<file path="src/rtl/serial_adder.sv">
// serial_adder: bit-serial two's-complement adder/subtractor with start/busy/done handshake
module serial_adder #(
  parameter int WIDTH = 8
) (
  input  logic             clk,
  input  logic             rst_n,
  input  logic             start,
  input  logic             sub,
  input  logic             cin,
  input  logic [WIDTH-1:0] a,
  input  logic [WIDTH-1:0] b,
  output logic [WIDTH-1:0] sum,
  output logic             carry,
  output logic             overflow,
  output logic             busy,
  output logic             done
);
  localparam int CW = WIDTH > 1 ? $clog2(WIDTH) : 1;
  typedef enum logic [1:0] {IDLE, RUN, DONE} state_t;
  state_t state_q, state_d;
  logic [WIDTH-1:0] a_q, a_d, b_q, b_d, res_q, res_d, sum_q, sum_d;
  logic [CW-1:0] cnt_q, cnt_d;
  logic c_q, c_d, carry_q, carry_d, ov_q, ov_d, s, c_nxt, last;
  always_comb begin
    s = a_q[0] ^ b_q[0] ^ c_q;
    c_nxt = (a_q[0] & b_q[0]) | (a_q[0] & c_q) | (b_q[0] & c_q);
    last = cnt_q == CW'(WIDTH - 1);
    state_d = state_q;
    a_d = a_q;
    b_d = b_q;
    c_d = c_q;
    res_d = res_q;
    cnt_d = cnt_q;
    sum_d = sum_q;
    carry_d = carry_q;
    ov_d = ov_q;
    if (start && state_q != RUN) begin
      state_d = RUN;
      a_d = a;
      b_d = sub ? ~b : b;
      c_d = sub | cin;
      cnt_d = '0;
    end else if (state_q == RUN) begin
      a_d = a_q >> 1;
      b_d = b_q >> 1;
      c_d = c_nxt;
      res_d = (res_q >> 1) | (WIDTH'(s) << (WIDTH - 1));
      cnt_d = cnt_q + 1'b1;
      if (last) begin
        // c_q is the carry into the MSB while the last bit is processed
        sum_d = res_d;
        carry_d = c_nxt;
        ov_d = c_q ^ c_nxt;
        state_d = DONE;
      end
    end else if (state_q == DONE) begin
      state_d = IDLE;
    end
  end
  always_ff @(posedge clk or negedge rst_n) begin
    if (!rst_n) begin
      state_q <= IDLE;
      a_q <= '0;
      b_q <= '0;
      c_q <= 1'b0;
      res_q <= '0;
      cnt_q <= '0;
      sum_q <= '0;
      carry_q <= 1'b0;
      ov_q <= 1'b0;
    end else begin
      state_q <= state_d;
      a_q <= a_d;
      b_q <= b_d;
      c_q <= c_d;
      res_q <= res_d;
      cnt_q <= cnt_d;
      sum_q <= sum_d;
      carry_q <= carry_d;
      ov_q <= ov_d;
    end
  end
  assign sum = sum_q;
  assign carry = carry_q;
  assign overflow = ov_q;
  assign busy = state_q == RUN;
  assign done = state_q == DONE;
endmodule

</file>
<file path="config.mk">
export PLATFORM = sky130hd
export DESIGN_NAME = serial_adder
export DESIGN_NICKNAME = d
export VERILOG_FILES = /design/src/rtl/serial_adder.sv
export SDC_FILE = /design/constraint.sdc
export NUM_CORES = 1
export LEC_CHECK = 0
export ABC_AREA = 1
export CAP_MARGIN = 15
export CORE_UTILIZATION = 40
export DETAILED_ROUTE_END_ITERATION = 16
export PLACE_DENSITY = 0.66
export SYNTH_ARGS = -nofsm -noshare
export SYNTH_HDL_FRONTEND = slang
export SYNTH_SLANG_ARGS = --single-unit
</file>
<file path="constraint.sdc">
create_clock -name clk -period 3.4 [get_ports clk]
set_input_delay 0.68 -clock clk [delete_from_list [all_inputs] [get_ports clk]]
set_output_delay 0.68 -clock clk [all_outputs]
set_load 0.05 [all_outputs]
</file>
==> reports/results.ini <==
[grt]
grt_pass1_wl_mm = 5.80
antenna_found_initial = 0
grt_max_degree = 40
overflow = 0
grt_pass1_vias = 1350
grt.total_usage_pct = 14.9

[flow_run]
maxCapViolCount = 0

[drt]
wl_per_cell_um = 10.0
antenna_left = 0
drt-initial-drc-count = 93
drc_errors = 0
vias = 1442
via_per_inst = 4.56
dr.pass1.iters = 4
wl_mm = 3.17

[sta]
max_freq_mhz = 416
skew_ns = 0.00674
fin_crit_ns = 2.41
setup_viol = 0
grt_setup_unrepaired = false
finalHoldViolations = 0
period_share_pct = 70.8
slew_headroom_pct = 42.9
slew_violations = 0
setup_tns_ns = 0
tightest_slew_ns = 0.856

[die]
fp-row-count = 24
num_io_pins = 33
die_h_um = 70.2
core_area_um2 = 4410
die-width_um = 70.2
die_area_um2 = 4930
start_util_pct = 42.1

[place]
io_buffers = 32
globalplace.congestion = 0.749
dp_hpwl_mm = 2.13

[worst_setup_path]
rr_worst_depth = 5
worstPathMaxFanout = 2
path_cells = inv_1 -> ha_1 -> clkdlybuf4s50_1
startpoint_type = flop
cp-end-kind = primary output
path_buf_inv = 2
crit_required_ns = 2.72
worst-path-stages = 3
critical_path.top_delay_family = buffers and inverters
slowest_delay_ns = 0.81
critical_path_class = flop to primary output
worst_ep_arrival_time_ns = 1.73
cpMaxStageDelayCell = clkdlybuf4s50_1

[clocking]
clock_latency_ns = 0.29
cts-root-buf = clkbuf_8
cts_resized = 0
clock_path_buffers = 2
cts_buffers = 5
post_cts_buffers = 0
h-tree-depth = 2
cts_hold_buf = 0
clock-sinks = 39
cts_tree = done
clk_pin_slew_ns = 0.07

[layout]
areaGrowthSynthToFinish_pct = 22.4
final_common_cell = nand2_1
drive_gt1_share_pct = 6.06
final.fill_count = 443
finish.net_count = 289
insertedDiodeCount = 0
utilization_pct = 51.6
final_cell_mix = nand2_1, dfrtp_1, clkdlybuf4s50_1, inv_1, nand3_1

[worst_hold_path]
min_path_cells = 2
hold_class = flop to flop

[logic_synthesis]
netlist_instances = 232
synth_seq_cells = 39
netlist_area_um2 = 1860
seq_area_frac_synth_pct = 52.5
synth_cell_types = 17
postSynthAreaPerCell_um2 = 8.02
ys_warn_count = 0
syn-num-nets = 258

[pwr]
peakVddDrop_mv = 0.292
powerDensity_nw_per_um2 = 835
switching_share_pct = 41.2
p_seq_share_pct = 39.6
p_comb_share_pct = 42.7
clock_power_share_pct = 17.7
switchingPower_uw = 783
internal_power_uw = 1120
p_leak_uw = 0.00123

[outcome]
run_status = complete, no violations

==> sequential cells by signal (all words and copies together) (netlist names) <==
name and count:
c_q 1, a_q 8, carry 1, res_q 7
sum 8, state_q 2, cnt_q 3, b_q 8
overflow 1
==> cell families after synthesis <==
logic type               synth area share [%]
AND/OR/NAND/NOR                          26.6
buffers and inverters                    10.8
flip-flops                               52.5
AO/OA/AOI/OAI                            6.46
adder cells (fa/ha/maj)                  3.77
==> worst register-to-register path, cell delays in order, from the launching register on <==
cell and delay [ns]:
dfrtp_1 0.40, ha_1 0.22, buf_4 0.25, nor2_2 0.65
a21oi_1 0.14, nand2_1 0.09
==> metal layers <==
metal	vias to the layer above	share of wire, %	track usage (%)
li1	760	-	-
met1	644	50	19.0
met2	31	44	24.5
met3	7	3.8	3.03
met4	0	2.1	6.67
met5	-	0	0
==> final cells by class <==
class / instances / area [um^2] / area share, %
multi-input combinational: 151 / 684 / 30.1
inverter: 33 / 129 / 5.66
sequential: 39 / 976 / 42.9
clock buffer: 8 / 100 / 4.40
timing repair buffer: 33 / 323 / 14.2
tap: 52 / 65.1 / 2.86
==> power groups by stage <==
| stage | Clock [uW] | Combinational (uW) | Sequential (uW) |
|---|---|---|---|
| finish | 337 | 812 | 753 |
| global placement | 0 | 802 | 759 |
| floorplan | 0 | 497 | 895 |
| CTS | 346 | 829 | 755 |
| global route | 367 | 918 | 780 |
| detailed placement | 0 | 826 | 762 |
==> stage by stage <==
step | instance area [um^2] | power (uW) | setup WS, ns | cells | hold slack [ns]
after floorplan | 1860 | 1390 | 1.79 | 232 | 0.384
after global placement | 2180 | 1560 | 1.31 | 308 | 0.457
after detailed placement | 2180 | 1590 | 1.26 | 308 | 0.467
after CTS | 2280 | 1930 | 0.984 | 316 | 0.484
after global routing | 2280 | 2060 | 0.905 | 316 | 0.502
final | 2280 | 1900 | 0.994 | 316 | 0.478
==> cells in the mapped netlist (all sizes together) <==
master | count | share of area, %
a21oi | 8 | 2.2
fa | 1 | 1.1
ha | 4 | 2.7
nor2 | 1 | 0.34
nand3 | 11 | 3.2
o21ai | 16 | 4.3
inv | 33 | 6.9
buf | 9 | 3.8
nand2 | 110 | 23
dfrtp | 39 | 52
==> worst paths after layout <==
kind                            slack (ns)              startpoint                   end
worst max-delay path                  0.99  state_q[1]$_DFFE_PN0P_                  busy
worst min-delay path                  0.48    cnt_q[1]$_DFFE_PN0P_  cnt_q[1]$_DFFE_PN0P_
worst max register to register        1.59  state_q[0]$_DFFE_PN0P_    b_q[6]$_DFFE_PN0P_
worst min register to register        0.48    cnt_q[1]$_DFFE_PN0P_  cnt_q[1]$_DFFE_PN0P_
max in group asynchronous             2.37                   rst_n    b_q[4]$_DFFE_PN0P_
min in group asynchronous             0.50                   rst_n    sum[6]$_DFFE_PN0P_
No activity file was read; power rests on OpenSTA's default activity.
==> RTL change 1: new RTL, same settings <==
Set the parameter `WIDTH` to 4 (it was 8).
--- a/src/rtl/serial_adder.sv
+++ b/src/rtl/serial_adder.sv
@@ -1,6 +1,6 @@
 // serial_adder: bit-serial two's-complement adder/subtractor with start/busy/done handshake
 module serial_adder #(
-  parameter int WIDTH = 8
+  parameter int WIDTH = 4
 ) (
   input  logic             clk,
   input  logic             rst_n,
Ports: changed (resized a, b and sum); port bits go from 33 to 21. No check against the original RTL was run, so the function may have changed too.
==> RTL change 1 against the unedited design <==
  * Critical path depth grew 1
  * Largest cell class unchanged
  * Setup slack worse by 290 ps
  * Sequential power is 41% lower
  * Non-clock buffer count shrank 12
  * Combinational power decreased by 24%
  * Global-route usage is 0.45 points higher
  * Register-to-register slack better by 250 ps
  * Largest power group unchanged
  * Routed wire length decreased by 40%
  * Cell area shrank 40%
  * Synthesized area shrank 41%
  * Sequential cell count shrank 17
  * Power is 33% lower
==> RTL change 1: results (changes against the unedited design) <==
status=completed (unchanged); WP data arrival=2020 ps (was 1730 ps); slew at the pin closest to its max-slew limit=963.8 ps (was 855.9 ps); top post-synthesis cells by area=dfrtp_1 (50%), nand2_1 (22%), inv_1 (6.5%) (was dfrtp_1 (52%), nand2_1 (22%), inv_1 (6.1%)); gpl congestion=0.7494 (was 0.7485); Total GRT Usage=0.1537 (was 0.1492); detailed placement HPWL=1.412 mm (was 2.133 mm); CTS clk-pin slew, worst paths=120 ps (was 70 ps); crit path max fanout=19 (was 2); layout cells sized above 1=0.09615 (was 0.06061); syn_nets=152 (was 258); Adder-Cell Fraction of Synth Area=0.05239 (was 0.03766); Root Driver=clkbuf_4 (was clkbuf_8); H-tree depth=1 (was 2); sequential area share after synthesis=0.5011 (was 0.5245); Setup Skew=2.334 ps (was 6.738 ps); CTS Buf Count=3 (was 5); Nets=174 (was 289); global-route wire length before repair=3.132 mm (was 5.796 mm); post-synthesis compound-gate area fraction=0.07517 (was 0.06456); Lkg Pwr=0.7340 nW (was 1.231 nW); clock insertion delay at the later pin of the skew report=310 ps (was 290 ps); largest net degree at the start of global routing=23 (was 40); Commonest cells post-synth=nand2_1 (64), dfrtp_1 (22), inv_1 (19) (was nand2_1 (108), dfrtp_1 (39), inv_1 (30)); slowest cell delay on critical path=840 ps (was 810 ps)
[RTL change 1: changes by cell type in the layout (fill, tap and decap cells not counted), moves of 6 or more]
cell	before	now
dfrtp_1	39	22
inv_1	30	19
a21oi_1	8	2
o21ai_1	8	0
nand2_1	108	64
clkbuf_8	7	0
clkdlybuf4s50_1	31	20
[RTL change 1: final timing paths]
path	startpoint	endpoint	slack, ps	cells after the start
worst max-delay path	state_q[1]	busy	700	4
worst min-delay path	b_q[1]	b_q[1]	490	2
worst max register to register	state_q[1]	overflow	1840	7
worst min register to register	b_q[1]	b_q[1]	490	2
max in group asynchronous	rst_n	sum[0]	1940	1
min in group asynchronous	rst_n	sum[3]	880	1
[RTL change 1: critical path, delay by kind of cell, from the launching register on]
kind | cells | cell delay [ps]
adders and majority gates | 1 | 150
DFF | 1 | 400
buffers and inverters | 3 | 1150
[RTL change 1: routing by layer]
metal | wire length, um | track usage
met1 | 848 | 0.1646
met2 | 945 | 0.2805
met3 | 72 | 0.02500
met4 | 23 | 0.08974
met5 | 0 | 0
[RTL change 1: final cells by class]
cell class                 count  area (um^2)
multi-input combinational     88        427.9
tap                           30        37.54
clock buffer                   3        22.52
sequential                    22        550.5
timing repair buffer          21        207.7
inverter                      21        78.83
clock inverter                 1        30.03
fill                         262         1190
[RTL change 1: through the flow]
step	cell area [um^2]	total power [mW]
after floorplan	1099	0.9384
after global placement	1303	1.056
after detailed placement	1303	1.080
after CTS	1355	1.286
after global routing	1355	1.384
final	1355	1.266
[RTL change 1: report_power, final]
| group | internal, mW | leakage, nW | switching [mW] | total [mW] |
|---|---|---|---|---|
| clock network | 0.119 | 0.0279 | 0.0838 | 0.203 |
| logic | 0.215 | 0.425 | 0.406 | 0.621 |
| registers | 0.374 | 0.281 | 0.0673 | 0.442 |
==> RTL change 2: new RTL, config.mk and constraints unchanged <==
Without the edit above. The 3 states of `state_t` get a one-hot encoding in 3 bits.
--- a/src/rtl/serial_adder.sv
+++ b/src/rtl/serial_adder.sv
@@ -16,7 +16,7 @@
   output logic             done
 );
   localparam int CW = WIDTH > 1 ? $clog2(WIDTH) : 1;
-  typedef enum logic [1:0] {IDLE, RUN, DONE} state_t;
+  typedef enum logic [2:0] {IDLE = 3'b001, RUN = 3'b010, DONE = 3'b100} state_t;
   state_t state_q, state_d;
   logic [WIDTH-1:0] a_q, a_d, b_q, b_d, res_q, res_d, sum_q, sum_d;
   logic [CW-1:0] cnt_q, cnt_d;
Function: no difference found for any inputs over 10 cycles, from zero or initial values and one cycle with rst_n low; not proved beyond that.
==> RTL change 2 against the unedited design <==
  * Routed wire length up 14%
  * Die area increased by 4.7%
  * Setup slack worse by 340 ps
  * Clock power is 13% higher
  * Cell area grew 4.3%
  * Sequential cell count grew 1
  * Synthesized cell count fell by 2.6%
  * Core utilization fell by 0.97 points
  * Power is 6.2% higher
  * Synthesized area grew 4.8%
==> RTL change 2: results (changes against the unedited design) <==
placed inst area=2263 um^2 (was 2177 um^2); Mapped Cells=226 (was 232); layout cells sized above 1=0.1133 (was 0.06061); status=completed (unchanged); Commonest cells post-synth=nand2_1 (82), nand3_1 (42), dfrtp_1 (39) (was nand2_1 (108), dfrtp_1 (39), inv_1 (30)); Setup Skew=4.341 ps (was 6.738 ps); detailed placement HPWL=2.394 mm (was 2.133 mm); largest net degree at the start of global routing=47 (was 40); GR met2 Demand/Resource=0.2621 (was 0.2447); IR drop worst, VDD=0.2578 mV (was 0.2917 mV); routed wl met2=1.758 mm (was 1.406 mm); WP data arrival=2060 ps (was 1730 ps); post-synthesis compound-gate area fraction=0.02822 (was 0.06456); Nets=279 (was 289); RR Startpoint=state_q[2] (was state_q[0]); grt met1 use=0.2004 (was 0.1902); DR iter-0 viols=101 (was 93); wirelength, routed=3.614 mm (was 3.166 mm); GR Util met3=0.05485 (was 0.03030); global-route wire length before repair=6.348 mm (was 5.796 mm); Max-slew headroom=0.4152 (was 0.4294); Adder-Cell Fraction of Synth Area=0.02309 (was 0.03766); Lkg Pwr=1.219 nW (was 1.231 nW); Met1 Wirelength=1.695 mm (was 1.573 mm); Total GRT Usage=0.1600 (was 0.1492); drt pass-1 iters=5 (was 4); Non-Filler Instances=310 (was 316); syn_nets=250 (was 258)
-- RTL change 2: changes by cell type after synthesis, sizes merged, moves of 2 or more --
| cell | change |
|---|---|
| a21oi | -5 |
| clkbuf | +3 |
| ha | -2 |
| inv | -16 |
| nand2 | -28 |
| nand3 | +43 |
| nor2 | +2 |
| o21ai | -8 |
-- RTL change 2: cell type report --
cell class              count  area, um^2  area share
flip-flops and latches     40        1002      0.4220
clock buffers               5       68.82     0.02898
multi-input cells         157       799.5      0.3367
clock inverters             3       42.54     0.01791
repair buffers             34       330.3      0.1391
inverters                  17       63.81     0.02687
well taps                  54       67.56     0.02845
-- RTL change 2: power by group --
| part | switching [mW] | leakage (nW) | total, mW | internal [mW] |
|---|---|---|---|---|
| clock | 0.165 | 0.0541 | 0.382 | 0.217 |
| combinational | 0.554 | 0.655 | 0.859 | 0.305 |
| sequential | 0.115 | 0.510 | 0.780 | 0.665 |
-- RTL change 2: final timing paths --
path / endpoint / slack, ps / cells past startpoint
worst max-delay path: busy / 660 / 3
worst min-delay path: sum[1] / 480 / 2
worst max register to register: sum[3] / 1720 / 5
worst min register to register: sum[1] / 480 / 2
max in group asynchronous: c_q / 2350 / 1
min in group asynchronous: sum[0] / 510 / 1
-- RTL change 2: stage by stage --
step           hold slack [ps]  utilization  setup WS [ps]
2_1_floorplan            384.4            -           1769
3_3_place_gp             451.6       0.4824           1007
3_5_place_dp             458.0       0.4824          972.7
4_1_cts                  478.0       0.5061          637.4
5_1_grt                  493.4       0.5061          567.7
6_report                 477.3       0.5061          657.1
-- RTL change 2: logic make-up after synthesis --
group | Yosys count
AND/OR/NAND/NOR | 141
flip-flops | 40
buffers and inverters | 29
AO/OA/AOI/OAI | 11
adder cells (fa/ha/maj) | 3
XOR/XNOR | 2
